$ cat src/rtl/eq_pkg.sv
// Shared equalizer definitions: band/gain widths, accumulator sizing,
// saturation limits, the mixer FSM state type and the round/saturate helper.
package eq_pkg;

    localparam int NUM_BANDS = 8;
    localparam int DATA_W    = 16;
    localparam int GAIN_W    = 8;
    localparam int GAIN_FRAC = 4;
    localparam int ACC_W     = 28;
    localparam int IDX_W     = $clog2(NUM_BANDS);

    // signed sample times zero-extended (hence signed, non-negative) gain
    localparam int PROD_W    = DATA_W + GAIN_W + 1;

    localparam logic signed [DATA_W-1:0] SAT_MAX = 16'sh7FFF;
    localparam logic signed [DATA_W-1:0] SAT_MIN = 16'sh8000;

    typedef enum logic [1:0] {
        IDLE,
        MAC,
        SAT
    } mixer_state_t;

    // Drops the gain fraction with round-half-up (bias by half an LSB, then an
    // arithmetic shift floors) and clamps the result to the output range.
    function automatic logic signed [DATA_W-1:0] round_sat(
        input logic signed [ACC_W-1:0] acc
    );
        logic signed [ACC_W-1:0] bias;
        logic signed [ACC_W-1:0] biased;
        logic signed [ACC_W-1:0] scaled;
        logic signed [ACC_W-1:0] hi;
        logic signed [ACC_W-1:0] lo;
        bias   = $signed(ACC_W'(1 << (GAIN_FRAC - 1)));
        biased = acc + bias;
        scaled = biased >>> GAIN_FRAC;
        hi     = {{(ACC_W-DATA_W){SAT_MAX[DATA_W-1]}}, SAT_MAX};
        lo     = {{(ACC_W-DATA_W){SAT_MIN[DATA_W-1]}}, SAT_MIN};
        if (scaled > hi) begin
            return SAT_MAX;
        end else if (scaled < lo) begin
            return SAT_MIN;
        end else begin
            return scaled[DATA_W-1:0];
        end
    endfunction

endpackage

$ cat src/rtl/mixer_mac.sv
// Mixer datapath: one shared signed multiplier, a wide accumulator and the
// round/saturate stage feeding the output register in the top level.
// Ports:
//   clk, rst (async, active-low), clk_enable  - clocking; state holds when enable low
//   acc_clr     - zero the accumulator (start of a new sample set)
//   acc_en      - add sample*gain into the accumulator
//   sample      - signed band sample selected for this step
//   gain        - unsigned Q4.4 gain for the same band
//   result      - rounded, saturated view of the current accumulator
module mixer_mac
    import eq_pkg::*;
(
    input  logic                     clk,
    input  logic                     rst,
    input  logic                     clk_enable,
    input  logic                     acc_clr,
    input  logic                     acc_en,
    input  logic signed [DATA_W-1:0] sample,
    input  logic        [GAIN_W-1:0] gain,
    output logic signed [DATA_W-1:0] result
);

    logic signed [ACC_W-1:0]  acc;
    logic signed [PROD_W-1:0] sample_ext;
    logic signed [PROD_W-1:0] gain_ext;
    logic signed [PROD_W-1:0] product;
    logic signed [ACC_W-1:0]  product_ext;

    // Both operands are widened to the product width so the multiply is a
    // plain signed PROD_W x PROD_W operation whose exact result fits PROD_W.
    always_comb begin
        sample_ext  = {{(PROD_W-DATA_W){sample[DATA_W-1]}}, sample};
        gain_ext    = {{(PROD_W-GAIN_W){1'b0}}, gain};
        product     = sample_ext * gain_ext;
        product_ext = {{(ACC_W-PROD_W){product[PROD_W-1]}}, product};
    end

    // Accumulator: 28 bits leaves headroom for eight full-scale products.
    always_ff @(posedge clk or negedge rst) begin
        if (!rst) begin
            acc <= '0;
        end else if (clk_enable) begin
            if (acc_clr) begin
                acc <= '0;
            end else if (acc_en) begin
                acc <= acc + product_ext;
            end
        end
    end

    assign result = round_sat(acc);

endmodule

$ cat src/rtl/band_gain_mixer.sv
// Equalizer band mixer: captures one sample and one gain per band, walks the
// bands through the shared multiply-accumulate, then rounds/saturates the sum.
// Ports:
//   clk, rst (async, active-low), clk_enable - global advance; all state holds when low
//   band_in/gain_in  - packed per-band samples (signed) and gains (unsigned Q4.4)
//   band_valid       - strobe: a new sample set is present
//   overrun_clr      - clears the sticky overrun flag
//   mix_out          - registered mixed sample
//   mix_valid        - one enabled cycle pulse when mix_out updates
//   busy             - a sample set is in flight
//   overrun          - sticky: a sample set arrived while busy and was dropped
module band_gain_mixer
    import eq_pkg::*;
(
    input  logic                            clk,
    input  logic                            rst,
    input  logic                            clk_enable,
    input  logic [NUM_BANDS*DATA_W-1:0]     band_in,
    input  logic                            band_valid,
    input  logic [NUM_BANDS*GAIN_W-1:0]     gain_in,
    input  logic                            overrun_clr,
    output logic signed [DATA_W-1:0]        mix_out,
    output logic                            mix_valid,
    output logic                            busy,
    output logic                            overrun
);

    localparam logic [IDX_W-1:0] LAST_IDX = IDX_W'(NUM_BANDS - 1);

    mixer_state_t            state;
    mixer_state_t            next_state;
    logic [IDX_W-1:0]        idx;
    logic signed [DATA_W-1:0] band_reg [NUM_BANDS];
    logic        [GAIN_W-1:0] gain_reg [NUM_BANDS];

    logic                    capture;
    logic                    acc_clr;
    logic                    acc_en;
    logic                    load_out;
    logic                    overrun_set;
    logic signed [DATA_W-1:0] result;

    always_ff @(posedge clk or negedge rst) begin
        if (!rst) begin
            state <= IDLE;
        end else if (clk_enable) begin
            state <= next_state;
        end
    end

    // A set arriving while not IDLE is never captured; it only raises overrun.
    always_comb begin
        next_state  = state;
        capture     = 1'b0;
        acc_clr     = 1'b0;
        acc_en      = 1'b0;
        load_out    = 1'b0;
        overrun_set = 1'b0;
        case (state)
            IDLE: begin
                if (band_valid) begin
                    capture    = 1'b1;
                    acc_clr    = 1'b1;
                    next_state = MAC;
                end
            end
            MAC: begin
                acc_en      = 1'b1;
                overrun_set = band_valid;
                if (idx == LAST_IDX) begin
                    next_state = SAT;
                end
            end
            SAT: begin
                load_out    = 1'b1;
                overrun_set = band_valid;
                next_state  = IDLE;
            end
            default: begin
                next_state = IDLE;
            end
        endcase
    end

    // Capture registers, band index and output/flag registers. Gains and
    // samples are frozen at capture so upstream may change them freely.
    always_ff @(posedge clk or negedge rst) begin
        if (!rst) begin
            idx       <= '0;
            mix_out   <= '0;
            mix_valid <= 1'b0;
            busy      <= 1'b0;
            overrun   <= 1'b0;
            for (int k = 0; k < NUM_BANDS; k++) begin
                band_reg[k] <= '0;
                gain_reg[k] <= '0;
            end
        end else if (clk_enable) begin
            if (capture) begin
                idx <= '0;
                for (int k = 0; k < NUM_BANDS; k++) begin
                    band_reg[k] <= band_in[k*DATA_W +: DATA_W];
                    gain_reg[k] <= gain_in[k*GAIN_W +: GAIN_W];
                end
            end else if (acc_en) begin
                idx <= idx + 1'b1;
            end

            mix_valid <= load_out;
            if (load_out) begin
                mix_out <= result;
            end

            busy <= (next_state != IDLE);

            // a new overrun event takes priority over a simultaneous clear
            if (overrun_set) begin
                overrun <= 1'b1;
            end else if (overrun_clr) begin
                overrun <= 1'b0;
            end
        end
    end

    mixer_mac u_mac (
        .clk        (clk),
        .rst        (rst),
        .clk_enable (clk_enable),
        .acc_clr    (acc_clr),
        .acc_en     (acc_en),
        .sample     (band_reg[idx]),
        .gain       (gain_reg[idx]),
        .result     (result)
    );

endmodule

$ cat config.mk
export PLATFORM = sky130hd
export DESIGN_NAME = band_gain_mixer
export DESIGN_NICKNAME = d
export VERILOG_FILES = /design/src/rtl/eq_pkg.sv /design/src/rtl/mixer_mac.sv /design/src/rtl/band_gain_mixer.sv
export SDC_FILE = /design/constraint.sdc
export NUM_CORES = 1
export LEC_CHECK = 0
export ABC_AREA = 1
export CAP_MARGIN = 25
export CORE_MARGIN = 2
export CORE_UTILIZATION = 35
export CTS_CLUSTER_DIAMETER = 100
export CTS_CLUSTER_SIZE = 8
export DETAILED_ROUTE_END_ITERATION = 12
export SLEW_MARGIN = 30
export SYNTH_ARGS = -nofsm -noshare
export SYNTH_HDL_FRONTEND = slang
export SYNTH_SLANG_ARGS = --single-unit
$ cat constraint.sdc
create_clock -name clk -period 6.49 [get_ports clk]
set_input_delay 1.298 -clock clk [delete_from_list [all_inputs] [get_ports clk]]
set_output_delay 1.298 -clock clk [all_outputs]
set_load 0.02 [all_outputs]
# Word level (Yosys, flattened, before mapping)
# Cells that the tools add are included.
[word_totals]
ff_bits = 244
input_bits = 197
[op_classes]
n_mul = 1
order_cmp = 3
muxes = 22
bitwise = 1
n_reduce_logical = 9
eq_ne = 3
add_sub_neg = 3
[ops]
columns = ["op", "count"]
rows = [
  ["two-way mux 16 bit", 4],
  ["two-way mux 28 bit", 2],
  ["binary-select mux 16 bit (select 3 bit)", 1],
  ["adder 28 x 25 -> 28 bit", 1],
  ["adder 28 x 5 -> 28 bit (second input constant)", 1],
  ["multiplier 16 x 9 -> 25 bit", 1],
  ["binary-select mux 8 bit (select 3 bit)", 1],
  ["> comparator 24 x 16 -> 1 bit (second input constant)", 1],
  ["< comparator 24 x 16 -> 1 bit (second input constant)", 1],
  ["two-way mux 8 bit", 2],
  ["AND reduction 2 bit", 4],
  ["two-way mux 1 bit", 7],
  ["two-way mux 3 bit", 2],
  ["nonzero test 2 bit", 3],
  [">= comparator 4 bit (second input constant)", 1],
  ["two-way mux 2 bit", 2],
  ["NOT 3 -> 4 bit", 1],
  ["one-hot mux 2 bit (2 select lines)", 1],
  ["adder 3 x 1 -> 3 bit (second input constant)", 1],
  ["equality test 3 bit (second input constant)", 1],
  ["equality test 2 x 1 -> 1 bit (second input constant)", 1],
  ["equality test 2 bit (second input constant)", 1],
  ["zero test 2 bit", 1],
  ["OR reduction 2 bit", 1],
]

# Depth between registers and ports, before layout
# Gate-level depths: netlist of the first run.
[depth]
ltp_word = 8
depth_mapped = 32

# Modules after synthesis
# A second synthesis of the first run with hierarchy kept.
[unflattened]
hier_cells = 2474
area_unflattened_um2 = 18586.6
[by_module_without_submodules]
columns = ["module", "cells_per_inst", "seq_area_each_um2", "area_each_um2", "n_inst"]
rows = [
  ["band_gain_mixer", 1338, 5405.2, 10660.2, 1],
  ["mixer_mac", 1136, 700.7, 7926.4, 1],
]

# Worst setup path before layout of the first run
# No wires, ideal clock.
[synth_timing]
path_kind = "reg2reg"
startpoint = "reg idx[0]"
endpoint = "reg u_mac.acc[15]"
stages_incl_launch_ff = 30
arrival_time_ps = 5679
setup_slack_ps = 679
cell_sequence = "dfrtp_1 -> buf_2 -> buf_2 -> clkbuf_1 -> o21ai_0 -> nand2_1 -> nand2_1 -> o21ai_1 -> buf_2 -> nand2_1 -> fa_1 -> inv_1 -> fa_1 -> inv_1 -> fa_1 -> inv_1 -> fa_1 -> inv_1 -> fa_1 -> inv_1 -> ha_1 -> nand2_1 -> nor2_1 -> inv_1 -> o21ai_0 -> inv_1 -> o21ai_0 -> nand2_1 -> nand2_1 -> o22ai_1"
[synth_via]
elab_chain_len = 8
word_cells_on_any_way = 11
cone_classes = "add/sub: 1; mul: 1; mux: 8; bitwise: 1"
[synth_lines]
columns = ["item", "line", "source"]
rows = [
  ["start: declaration", "band_gain_mixer.sv:32", "logic [IDX_W-1:0] idx;"],
  ["start signal: assignment", "band_gain_mixer.sv:106", "idx <= idx + 1'b1;"],
  ["NOT 3 -> 4 bit (implied by the code) *", "band_gain_mixer.sv:131, band_gain_mixer.sv:132", ""],
  ["binary-select mux 16 bit (select 3 bit) / binary-select mux 8 bit (select 3 bit) (equally long branches)", "band_gain_mixer.sv:131, band_gain_mixer.sv:132", ""],
  ["two-way mux 16 bit (implied by the code) / two-way mux 8 bit (equally long branches) (2 in a row)", "band_gain_mixer.sv:131, band_gain_mixer.sv:132", ""],
  ["multiplier 16 x 9 -> 25 bit *", "mixer_mac.sv:34", "product = sample_ext * gain_ext;"],
  ["adder 28 x 25 -> 28 bit *", "mixer_mac.sv:46", "acc <= acc + product_ext;"],
  ["two-way mux 28 bit *", "mixer_mac.sv:45", "end else if (acc_en) begin"],
  ["two-way mux 28 bit *", "mixer_mac.sv:43", "if (acc_clr) begin"],
  ["end signal: assignment", "mixer_mac.sv:46", ""],
  ["end: declaration", "mixer_mac.sv:23", "logic signed [ACC_W-1:0] acc;"],
]
# Every way passes the cells marked *; elsewhere a longest branch is shown, timed or not. The select of a mux whose other input is x is not followed.
# A chain may end at the register's enable or synchronous reset.

# Final worst setup path of the first run
# Same ends and word-level chain as after synthesis.

==> out/results.ini, run 1 <==
[final_layout]
synthToLayoutAreaGrowth_pct = 23.6
final_cells = 3147
n_antenna_cell = 0
largest_reg_flops = 128
fin_util_pct = 44.0
layout.nets = 2872
drive_gt1_share_pct = 6.85

[hold_path]
hp-class = register to register

[worst_setup_path]
crit_required_ps = 6870
max_stage_delay_ps = 540
rr_startpoint = idx[0]$_DFFE_PN0P_
rrSetupSlack_ps = 240
arrival_ps = 6620
cp.buffers_inverters = 8
worst-setup-path-type = register to register
crit_fanout = 29
slowest_stage = fa_1
cp.depth = 26
critPathCapture = u_mac.acc[15]$_DFFE_PN0P_
crit_family = adder cells
startpoint_type = register
r2r.worst_path.cells = 26
end_kind = register
timing.rr.end = u_mac.acc[15]$_DFFE_PN0P_
worstSetupStartpoint = idx[0]$_DFFE_PN0P_

[floorplanning]
die_h_microns = 228
ios = 216
core_area_sq_um = 49200
die_area_sq_um = 51800
die_x_microns = 228
initial_core_util_pct = 35.6
rows = 81

[logic_synthesis]
syn-instance-count = 2278
yosys.area.top_type = dfrtp_1
ys_top_cells_by_area = dfrtp_1 (35%), fa_1 (15%), nand2_1 (14%)
synth_edf_count = 0
yosysTopAreaCellShare_pct = 34.9
synth_seq_cells = 244
synth_area_sq_um = 17500
synth.distinct_cells = 49
async_flop_share_pct = 100
yosys-top-cells-count = nand2_1 (648), inv_1 (374), o21ai_0 (251)
yosys.cell_count.top_type = nand2_1
synth_sequential_area_ratio_pct = 34.9
synth-main-ff-cell = dfrtp_1
syn_avg_cell_area_sq_um = 7.68
synth_warnings = 0
syn_nets = 2670

[timing]
fin_crit_sh_pct = 96.2
layout_min_cycle_time_ps = 6250
tns_ps = 0
slew-limit-headroom_pct = 37.5
finClkSkew_ps = 16.3
drv_slew = 0
hold_viol_final = 0
worst_pin_slew_ps = 938
max_freq_mhz = 160
setup_viol = 0

[placed_design]
dp_hpwl_microns = 39300
place_inst = 3100
gp_congestion = 0.913
io_buffer_count = 215

[drt]
vias = 15000
via_per_inst = 4.77
drt-total-wl_microns = 50500
wl_per_cell_microns = 16.0
drtIter0Drc = 878
drc = 0
first_pass_iters = 5
drtAntennaViolNets = 0

[cts]
cts_sinks = 244
clk_pin_slew_ps = 60
clk_path_buf_depth = 3
clockRootBuffer = clkbuf_16
cts_tree = done
htreeDepth = 2
ctsHoldBuffers = 0
numCtsBuffers = 36
clock_latency_ps = 530

[flow_run]
maxCapViolCount = 0

[status]
status = complete, no violations

[grt]
grt_pass1_wl_microns = 81700
grt.total_usage_pct = 20.1
grt_pass1_vias = 15600
antenna_found_initial = 0
grt_max_degree = 141
grt_overflow = 0

==> worst reg2reg max path, cell delays in order (launching register included) <==
cell     delay, ps
dfrtp_2        450
inv_2          180
buf_12         210
buf_12         220
o21ai_0        110
nand2_1        120
nand2_1         70
o21ai_1        220
inv_1          190
nor2_1         170
fa_1           460
fa_1           470
fa_1           520
fa_1           540
inv_1           50
fa_1           490
inv_1           40
ha_1           380
nand2_1        150
nor2_1         160
inv_1          100
o21ai_1        310
inv_1           70
o21ai_0        220
nand2_1         80
nand2_1         60
o22ai_1         60
==> through the flow <==
stage,instance area [sq um],hold WS (ps),setup WS [ps]
finish,21600,464,244
floorplan,17500,437,679
global placement,20400,449,-21.2
CTS,21500,466,18.1
global route,21600,477,-7.67
detailed placement,20500,453,31.4
==> how the worst min path moves through the flow <==
stage / slack [ps] / startpoint / endpoint / cells after the start
finish: 460 / gain_reg[62]$_DFFE_PN0P_ / gain_reg[62]$_DFFE_PN0P_ / 2
floorplan: 440 / band_reg[0]$_DFFE_PN0P_ / band_reg[0]$_DFFE_PN0P_ / 2
detailed placement: 450 / band_reg[66]$_DFFE_PN0P_ / band_reg[66]$_DFFE_PN0P_ / 2
global route: 480 / band_reg[120]$_DFFE_PN0P_ / band_reg[120]$_DFFE_PN0P_ / 2
global placement: 450 / band_reg[114]$_DFFE_PN0P_ / band_reg[114]$_DFFE_PN0P_ / 2
CTS: 470 / band_reg[123]$_DFFE_PN0P_ / band_reg[123]$_DFFE_PN0P_ / 2
==> placed cells by master (no fill, tap or decap), types with 15 or more instances in the layout <==
cell type	n
inv_1	367
xor2_1	15
clkdlybuf4s50_1	214
clkbuf_16	38
ha_1	62
o21ai_0	241
dfrtp_1	242
nand3_1	29
o21ai_1	17
nand2_1	648
nor2_1	163
a21oi_2	15
buf_4	35
a21oi_1	137
fa_1	128
==> timing repair <==
action                                  CTS  global route
hold endpoints to repair                  0             0
cloned                                    0             1
endpoints found under the setup margin    1            15
setup buffers                             0             5
resized for setup                         1            48
==> cell type report <==
cell class	instances	area [sq um]
fillers	4985	27500
multi-input cells	1562	9680
flip-flops and latches	244	6110
repair buffers	259	2600
inverters	377	1420
clock buffers	38	930
well taps	664	831
clock inverters	3	76.3
==> layer usage <==
layer / GRT usage, % / part of all wire (%) / up-vias
li1: - / - / 7424
met1: 27.3 / 46 / 7073
met2: 33.2 / 46 / 422
met3: 2.66 / 5.1 / 89
met4: 6.39 / 3.0 / 0
met5: 0 / 0 / -
==> cells by family (layout without fill, tap and decap cells) <==
kind of cell	after synthesis	count (layout)	share of synthesized area (%)
AOI/OAI and AO/OA	448	448	13.5
DFF	244	244	34.9
adders and majority gates	195	195	19.4
and+or+nand+nor	901	901	20.8
xor gates and xnor gates	18	18	0.944
buffers and inverters	472	677	10.5
Power of run 1 is not shown: default switching activity piles up to over one toggle a cycle in this logic, so the estimate is an artifact.
==> inputs of run 2 (changes only) <==
CORE_MARGIN = unset   (was 2)
clock period = 5.7 ns   (was 6.49 ns; I/O delays follow)
==> run 2 against run 1 <==
Effect of this change: the run now ends with negative setup slack left; global-route usage grew 1.5 points; first-iteration DRC count increased by 9.2%; critical path depth grew 2; cell count up 4.6%; worst hold slack worse by 0.51 ps; register-to-register slack worse by 440 ps; non-clock buffer count is 146 higher; die area shrank 1.7%; clock skew increased by 18 ps; sequential cell count unchanged; clock-buffer cell count is 1 lower.
==> out/results.ini, run 2 (synthesis gave the netlist of run 1 again) <==
[status]
status = finished, violations left
failed_checks = negative setup slack

[worst_setup_path]
cp.depth = 28  ; +7.7%
end_kind = register
cp.buffers_inverters = 10  ; +2
cp_common_cell = fa_1
rrSetupSlack_ps = -190  ; -440 ps
worstSetupStartpoint = idx[0]$_DFFE_PN0P_
crit_family = adder cells
crit_fanout = 8  ; -72%
critPathCapture = u_mac.acc[22]$_DFFE_PN0P_
startpoint_type = register
arrival_ps = 6250  ; -370 ps
worst-setup-path-type = register to register
slowest_stage = fa_1
rr_startpoint = idx[0]$_DFFE_PN0P_
crit_required_ps = 6060  ; -810 ps
r2r.worst_path.cells = 28  ; +7.7%
timing.rr.end = u_mac.acc[22]$_DFFE_PN0P_
max_stage_delay_ps = 540  ; about the same

[placed_design]
dp_hpwl_microns = 39900  ; +1.6%
io_buffer_count = 215  ; unchanged
gp_congestion = 0.931  ; +2.0%
postPlaceCellArea_sq_um = 21400  ; +4.5%
place_inst = 3216  ; +3.7%

[drt]
drtIter0Drc = 959  ; +9.2%
wl_per_cell_microns = 16.1  ; +0.64%
drtAntennaViolNets = 0  ; unchanged
vias = 15800  ; +5.0%
first_pass_iters = 5  ; unchanged
drt-total-wl_microns = 53200  ; +5.3%
via_per_inst = 4.78  ; +0.31%
drc = 0  ; unchanged

[timing]
max_freq_mhz = 170  ; +6.0%
setup_viol = 18  ; +18
hold_viol_final = 0  ; unchanged
drv_slew = 0  ; unchanged
layout_min_cycle_time_ps = 5890  ; -353 ps
finClkSkew_ps = 33.9  ; +17.6 ps
slew-limit-headroom_pct = 31.5  ; -6.0 points
setup_ws_ps = -192  ; -437 ps
worst_pin_slew_ps = 1030  ; +90.1 ps
rsz0062_at_grt = true
tns_ps = -2100  ; -2100 ps
fin_crit_sh_pct = 103  ; +7.1 points

[grt]
grt_pass1_vias = 16400  ; +5.4%
antenna_found_initial = 0  ; unchanged
grt_pass1_wl_microns = 85900  ; +5.2%
grt_overflow = 0  ; unchanged
grt_max_degree = 256  ; +82%
grt.total_usage_pct = 21.5  ; +1.5 points

[final_layout]
fin_area_sq_um = 23900  ; +10%
filler_cell_count = 4711  ; -5.5%
largest_reg_flops = 128  ; unchanged
layout_commonest_cell = nand2_1
fin_util_pct = 48.6  ; +4.6 points
n_antenna_cell = 0  ; unchanged
drive_gt1_share_pct = 17.7  ; +11 points
mostFrequentLayoutCells = nand2_1 (626), inv_1 (349), dfrtp_1 (242)
synthToLayoutAreaGrowth_pct = 36.5
layout.nets = 3018  ; +5.1%
final_cells = 3293  ; +4.6%

[hold_path]
hp-class = register to register

[cts]
clk_pin_slew_ps = 50  ; about the same
ctsHoldBuffers = 0  ; unchanged
clockRootBuffer = clkbuf_16
cts_sinks = 244  ; unchanged
clock_latency_ps = 540  ; about the same
htreeDepth = 2  ; unchanged
numCtsBuffers = 36  ; unchanged
clk_path_buf_depth = 3  ; unchanged
cts_tree = done

[floorplanning]
core_area_sq_um = 49200  ; unchanged
die_x_microns = 226  ; -0.88%
die_h_microns = 226  ; -0.88%
rows = 81  ; unchanged
initial_core_util_pct = 35.6  ; unchanged
die_area_sq_um = 50900  ; -1.7%
ios = 216  ; unchanged

[flow_run]
maxCapViolCount = 0  ; unchanged

run 2: changes by cell type in the layout (fill, tap and decap cells not counted), moves of 16 or more:
cell	previous run	this run
buf_4	35	150
o21ai_0	241	187
ha_4	0	20
nand2_1	648	626
nor2_2	7	25
inv_1	367	349
buf_6	1	17
nand2_2	14	33
o21ai_1	17	48
a21oi_2	15	33
a21oi_1	137	114
nor2_1	163	134
run 2: how the worst min path moves through the flow:
stage                                end                      start  cells after the start
3_5_place_dp     band_reg[4]$_DFFE_PN0P_    band_reg[4]$_DFFE_PN0P_                      2
2_1_floorplan    band_reg[0]$_DFFE_PN0P_    band_reg[0]$_DFFE_PN0P_                      2
4_1_cts         band_reg[50]$_DFFE_PN0P_   band_reg[50]$_DFFE_PN0P_                      2
5_1_grt         gain_reg[27]$_DFFE_PN0P_   gain_reg[27]$_DFFE_PN0P_                      2
6_report        band_reg[50]$_DFFE_PN0P_   band_reg[50]$_DFFE_PN0P_                      2
3_3_place_gp   band_reg[113]$_DFFE_PN0P_  band_reg[113]$_DFFE_PN0P_                      2
run 2: per-layer routing:
| metal | GRT usage (%) | routed length, microns | up-vias |
|---|---|---|---|
| li1 | - | - | 7734 |
| met1 | 28.7 | 23600 | 7488 |
| met2 | 36.4 | 25400 | 439 |
| met3 | 2.76 | 2600 | 92 |
| met4 | 6.47 | 1590 | 0 |
| met5 | 0 | 0 | - |
run 2: metrics by stage:
stage	setup slack, ps	hold slack, ps
floorplan	10.6	437
global placement	-582	450
detailed placement	-609	453
CTS	-126	466
global route	-452	481
finish	-192	463
run 2: layout make-up:
cell class,count,area [sq um],share of cell area [%]
clock buffers,37,905,3.79
clock inverters,4,96.3,0.403
inverters,377,1440,6.02
multi-input cells,1562,10500,44.1
flip-flops and latches,244,6110,25.6
well taps,664,831,3.48
repair buffers,405,3990,16.7
run 2: repair_timing:
action                                  in CTS  in global routing
buffers inserted                            21                  7
gates resized for setup                    201                127
cloned                                       6                  1
endpoints found under the setup margin      21                 22
pin swaps                                   43                 53
run 2: tightest hold or removal path, cell delays in order, from the launching register on:
cell	delay [ps]
dfrtp_1	330
nand2_1	50
nand2_1	40
Power of run 2 is left out for the same reason.
==> variant 1: new RTL, config.mk and constraints of run 1 <==
Encoding of `mixer_state_t`: now one-hot (3 bits for 3 states).
--- a/src/rtl/eq_pkg.sv
+++ b/src/rtl/eq_pkg.sv
@@ -15,10 +15,10 @@
     localparam logic signed [DATA_W-1:0] SAT_MAX = 16'sh7FFF;
     localparam logic signed [DATA_W-1:0] SAT_MIN = 16'sh8000;
 
-    typedef enum logic [1:0] {
-        IDLE,
-        MAC,
-        SAT
+    typedef enum logic [2:0] {
+        IDLE = 3'b001,
+        MAC  = 3'b010,
+        SAT  = 3'b100
     } mixer_state_t;
 
     // Drops the gain fraction with round-half-up (bias by half an LSB, then an
Function: same outputs for any inputs over 4 cycles, from zero or initial values and one cycle with rst low; so few cycles prove little.
==> variant 1 against run 1 <==
  * Design area up 0.90%
  * Critical endpoint is now u_mac.acc[19]
  * Synthesized area down 0.61%
  * Sequential cell count up 1
  * Utilization up 0.58 points
  * Sequential share of layout area down 0.13 points
  * Synthesized cell count up 0.70%
  * Critical path type unchanged
  * Worst setup slack worse by 30 ps
  * Via count up 2.4%
  * Critical path depth up 2
  * Routed wire length up 7.3%
  * Non-clock buffer count up 14
Power is not shown: default switching activity piles up to over one toggle a cycle in this logic, so the estimate is an artifact.
==> variant 1: results (changes against run 1) <==
metric,value,unit,change
critical_path.max_stage_delay,540,ps,about the same
grt_max_degree,194,,+38%
synthFlopType,dfrtp_1,,
cts_buffer_depth,3,,unchanged
placed_cells,3131,,+1.0%
largest_register_ffs,128,,unchanged
clock-root-buffer,clkbuf_16,,
cts_made_buffers,36,,unchanged
slew_violations,0,,unchanged
drtIter0Drc,914,,+4.1%
holdPathStages,2,,unchanged
htree_levels,2,,unchanged
synthTopCellsByArea,"dfrtp_1, nand2_1, fa_1, inv_1, nor2_1",,
synth_edf_count,0,,unchanged
final_cells,3185,,+1.2%
vias_per_cell,4.83,,+1.2%
async_flop_share,100,%,unchanged
fin_skew,15.0,ps,-1.31 ps
place.port_buffers,215,,unchanged
r2r_cells,28,,+7.7%
synth.avg_cell_area,7.58,um2,-1.3%
clk_latency,550,ps,+20 ps
yosysWarnings,0,,unchanged
critPathMaxFanout,15,,-48%
grt_antenna_before_repair,0,,unchanged
yosysUniqueCellTypes,43,,-12%
wl_per_cell,17.0,um,+6.0%
hold_path.class,flip-flop to flip-flop,,
ys_top_cells_by_count,"nand2_1, inv_1, nor2_1, dfrtp_1, fa_1",,
status,"complete, no violations",,
syn-num-nets,2683,,+0.49%
nets,2900,,+0.97%
dr.pass1.iters,5,,unchanged
drive_above_1_share,7.74,%,+0.89 points
antenna_cells,0,,unchanged
clk_pin_slew,60,ps,about the same
nFillCells,4953,,-0.64%
grt_first_pass_wirelength,86200,um,+5.5%
hpwl,41200,um,+5.0%
cp_top_family,adder cells,,
grt_use_total,21.5,%,+1.4 points
arrival,6670,ps,+50 ps
postPlaceCellArea,0.0205,mm2,+0.21%
post-place-ws,-147,ps,-178 ps
first_global_vias,16121,,+3.4%
slowest_stage,fa_1,,
slew_headroom,34.3,%,-3.2 points
ys_seq_area_share,35.3,%,+0.36 points
routabilityCongestion,0.926,,+1.4%
[variant 1: worst paths after layout]
kind	startpoint	endpoint	slack (ps)
max	idx[0]	u_mac.acc[19]	210
min reg2reg	band_reg[93]	band_reg[93]	460
min in group asynchronous	rst	gain_reg[48]	750
max reg2reg	idx[0]	u_mac.acc[19]	210
min	band_reg[93]	band_reg[93]	460
max in group asynchronous	rst	band_reg[120]	4400
[variant 1: what timing repair did]
| action | in CTS | in global routing |
|---|---|---|
| resized for setup | 6 | 70 |
| cloned | 0 | 2 |
| endpoints found under the setup margin | 9 | 20 |
| setup buffers | 0 | 4 |
| pin swaps | 0 | 7 |
[variant 1: worst reg2reg max path: cells and delay by family (launching register included)]
| family | cells | cell delay, ps |
|---|---|---|
| adders and majority gates | 6 | 2840 |
| AOI/OAI and AO/OA | 7 | 1090 |
| buffers and inverters | 9 | 1000 |
| and+or+nand+nor | 6 | 720 |
| DFF | 1 | 460 |
[variant 1: layer usage]
metal / track usage [%] / part of all wire (%)
met4: 6.33 / 2.3
met1: 28.3 / 45
met2: 37.1 / 49
met3: 2.52 / 4.2
met5: 0 / 0
[variant 1: cells by family after synthesis]
kind of cell | after synthesis | synth area share [%]
flip-flops | 245 | 35.3
XOR/XNOR | 20 | 1.05
AND/OR/NAND/NOR | 1203 | 27.1
buffers and inverters | 392 | 8.70
AO/OA/AOI/OAI | 242 | 8.59
adder cells (fa/ha/maj) | 192 | 19.3
[variant 1: final cells by class]
cell class                      instances  area, um2  share of cell area (%)
Tap cell                              664        831                    3.81
Clock buffer                           46        970                    4.44
Inverter                              298       1130                    5.16
Timing Repair Buffer                  273       2770                    12.7
Multi-Input combinational cell       1657       9950                    45.6
Sequential cell                       245       6130                    28.1
Clock inverter                          2       46.3                   0.212
==> variant 2: new RTL, config.mk and constraints of run 1 <==
Made on the original files. `DATA_W`: 16 -> 18.
--- a/src/rtl/eq_pkg.sv
+++ b/src/rtl/eq_pkg.sv
@@ -3,7 +3,7 @@
 package eq_pkg;
 
     localparam int NUM_BANDS = 8;
-    localparam int DATA_W    = 16;
+    localparam int DATA_W    = 18;
     localparam int GAIN_W    = 8;
     localparam int GAIN_FRAC = 4;
     localparam int ACC_W     = 28;
Ports: changed (resized band_in and mix_out); port bits go from 216 to 234. The function was not compared with the original's and may differ.
==> variant 2 against run 1 <==
  * Synthesized area up 5.6%
  * First-iteration DRC count rose by 23%
  * Die area rose by 5.5%
  * Sequential cell count rose by 18
  * Routed wire length increased by 11%
  * Count of clock-buffer cells in the layout up 4
  * Design area up 5.9%
  * Worst setup slack improved by 96 ps
  * Critical path depth is 1 higher
  * Worst hold slack got worse by 4.2 ps
  * Critical path type unchanged
Power is not shown: default switching activity piles up to over one toggle a cycle in this logic, so the estimate is an artifact.
==> variant 2: results (changes against run 1) <==
metric,value,unit,change
fin_skew,30.1,ps,+13.8 ps
syn-num-nets,2828,,+5.9%
r2r-start,idx[1],,
post-cts-setup-buffers,0,,unchanged
tightest_slew,914,ps,-23.5 ps
vias_per_cell,4.85,,+1.7%
arrival,6590,ps,-30 ps
holdPathStages,2,,unchanged
met3_usage,3.32,%,+0.66 points
clock-root-buffer,clkbuf_16,,
worstSetupPathType,flip-flop to flip-flop,,
fin_ws,340,ps,+96.0 ps
critPathMaxFanout,15,,-48%
hpwl,43700,um,+11%
met2_usage,35.0,%,+1.8 points
rrSetupSlack,340,ps,+100 ps
cts_buffer_depth,3,,unchanged
routabilityCongestion,0.936,,+2.5%
dr_wl_met3,2840,um,+10%
finalSetupTns,0,ps,unchanged
grt_max_degree,221,,+57%
clk_latency,560,ps,+30 ps
yosysUniqueCellTypes,44,,-10%
clk_pin_slew,60,ps,about the same
vias,16105,,+7.3%
drive_above_1_share,5.89,%,-0.96 points
cts_made_buffers,38,,+5.6%
grt_antenna_before_repair,2,,+2
place.port_buffers,233,,+8.4%
post-place-ws,-204,ps,-235 ps
synth_top_area_share,35.5,%,+0.58 points
routed_wl,56200,um,+11%
yosysWarnings,0,,unchanged
status,"complete, no violations",,
hp-start,band_reg[72],,
synthTopCellsByArea,"dfrtp_1, fa_1, nand2_1, inv_1, o21ai_0",,
drtIter0Drc,1084,,+23%
ys_top_cells_by_count,"nand2_1, inv_1, dfrtp_1, o21ai_0, nor2_1",,
largest_register_ffs,144,,+13%
r2r_cells,27,,+3.8%
grt_use_total,21.0,%,+0.94 points
use_met1,27.2,%,-0.095 points
wl_met2,26500,um,+15%
htree_levels,2,,unchanged
first_global_vias,16947,,+8.7%
ys_seq_area_share,35.5,%,+0.58 points
synth_cells,2408,,+5.7%
grt_first_pass_wirelength,89500,um,+9.6%
met1_length,24700,um,+6.5%
nets,3046,,+6.1%
placed_cells,3274,,+5.6%
hold_end,band_reg[72],,
critPathCapture,u_mac.acc[27],,
hold_path.class,flip-flop to flip-flop,,
## variant 2: changes by cell type in the layout (fill, tap and decap cells not counted), sizes merged, moves of 4 or more
cell and delta:
dfrtp +18, nand3 +5, nand2 +58, inv +8
clkdlybuf4s50 +18, a21oi +4, nand4 -5, nor2 +9
fa +11, o21ai +11
## variant 2: critical path: stages (launching register included)
cell and delay [ps]:
dfrtp_2 450, buf_4 220, a21oi_1 120, o21ai_0 140
nand2_1 120, inv_1 80, o21ai_4 200, clkinv_1 160
buf_4 180, nor2_1 160, inv_1 110, fa_1 530
inv_1 50, fa_1 460, fa_1 520, fa_1 540
inv_1 50, fa_1 500, inv_1 40, ha_1 390
a21oi_1 250, o21ai_0 160, a21oi_1 170, nand2_1 70
nor2_1 140, nand3_1 80, nand3_1 90, nand2_1 50
## variant 2: area by class of cell
class                      count  area [um2]
clock inverter                 3        55.1
fill                        5229       29400
sequential                   262        6560
clock buffer                  42         966
timing repair buffer         279        2840
tap                          688         861
antenna                        2        5.00
multi-input combinational   1658       10200
inverter                     387        1460
## variant 2: metrics by stage
step / area, um2 / utilization, % / hold WS, ps
3_3_place_gp: 21700 / 41.5 / 448
3_5_place_dp: 21700 / 41.6 / 453
5_1_grt: 22900 / 43.8 / 482
4_1_cts: 22800 / 43.5 / 466
6_report: 22900 / 43.8 / 460
2_1_floorplan: 18500 / - / 437
## variant 2: timing repair
action / CTS / global route
setup endpoints to repair: 8 / 20
hold buffers: 0 / 0
gates resized for setup: 4 / 46
## variant 2: logic make-up after synthesis
group	count (synthesis)	synth area share (%)
flip-flops	262	35.5
XOR/XNOR	20	0.948
buffers and inverters	488	10.3
adder cells (fa/ha/maj)	207	19.7
AND/OR/NAND/NOR	967	20.4
AO/OA/AOI/OAI	464	13.2
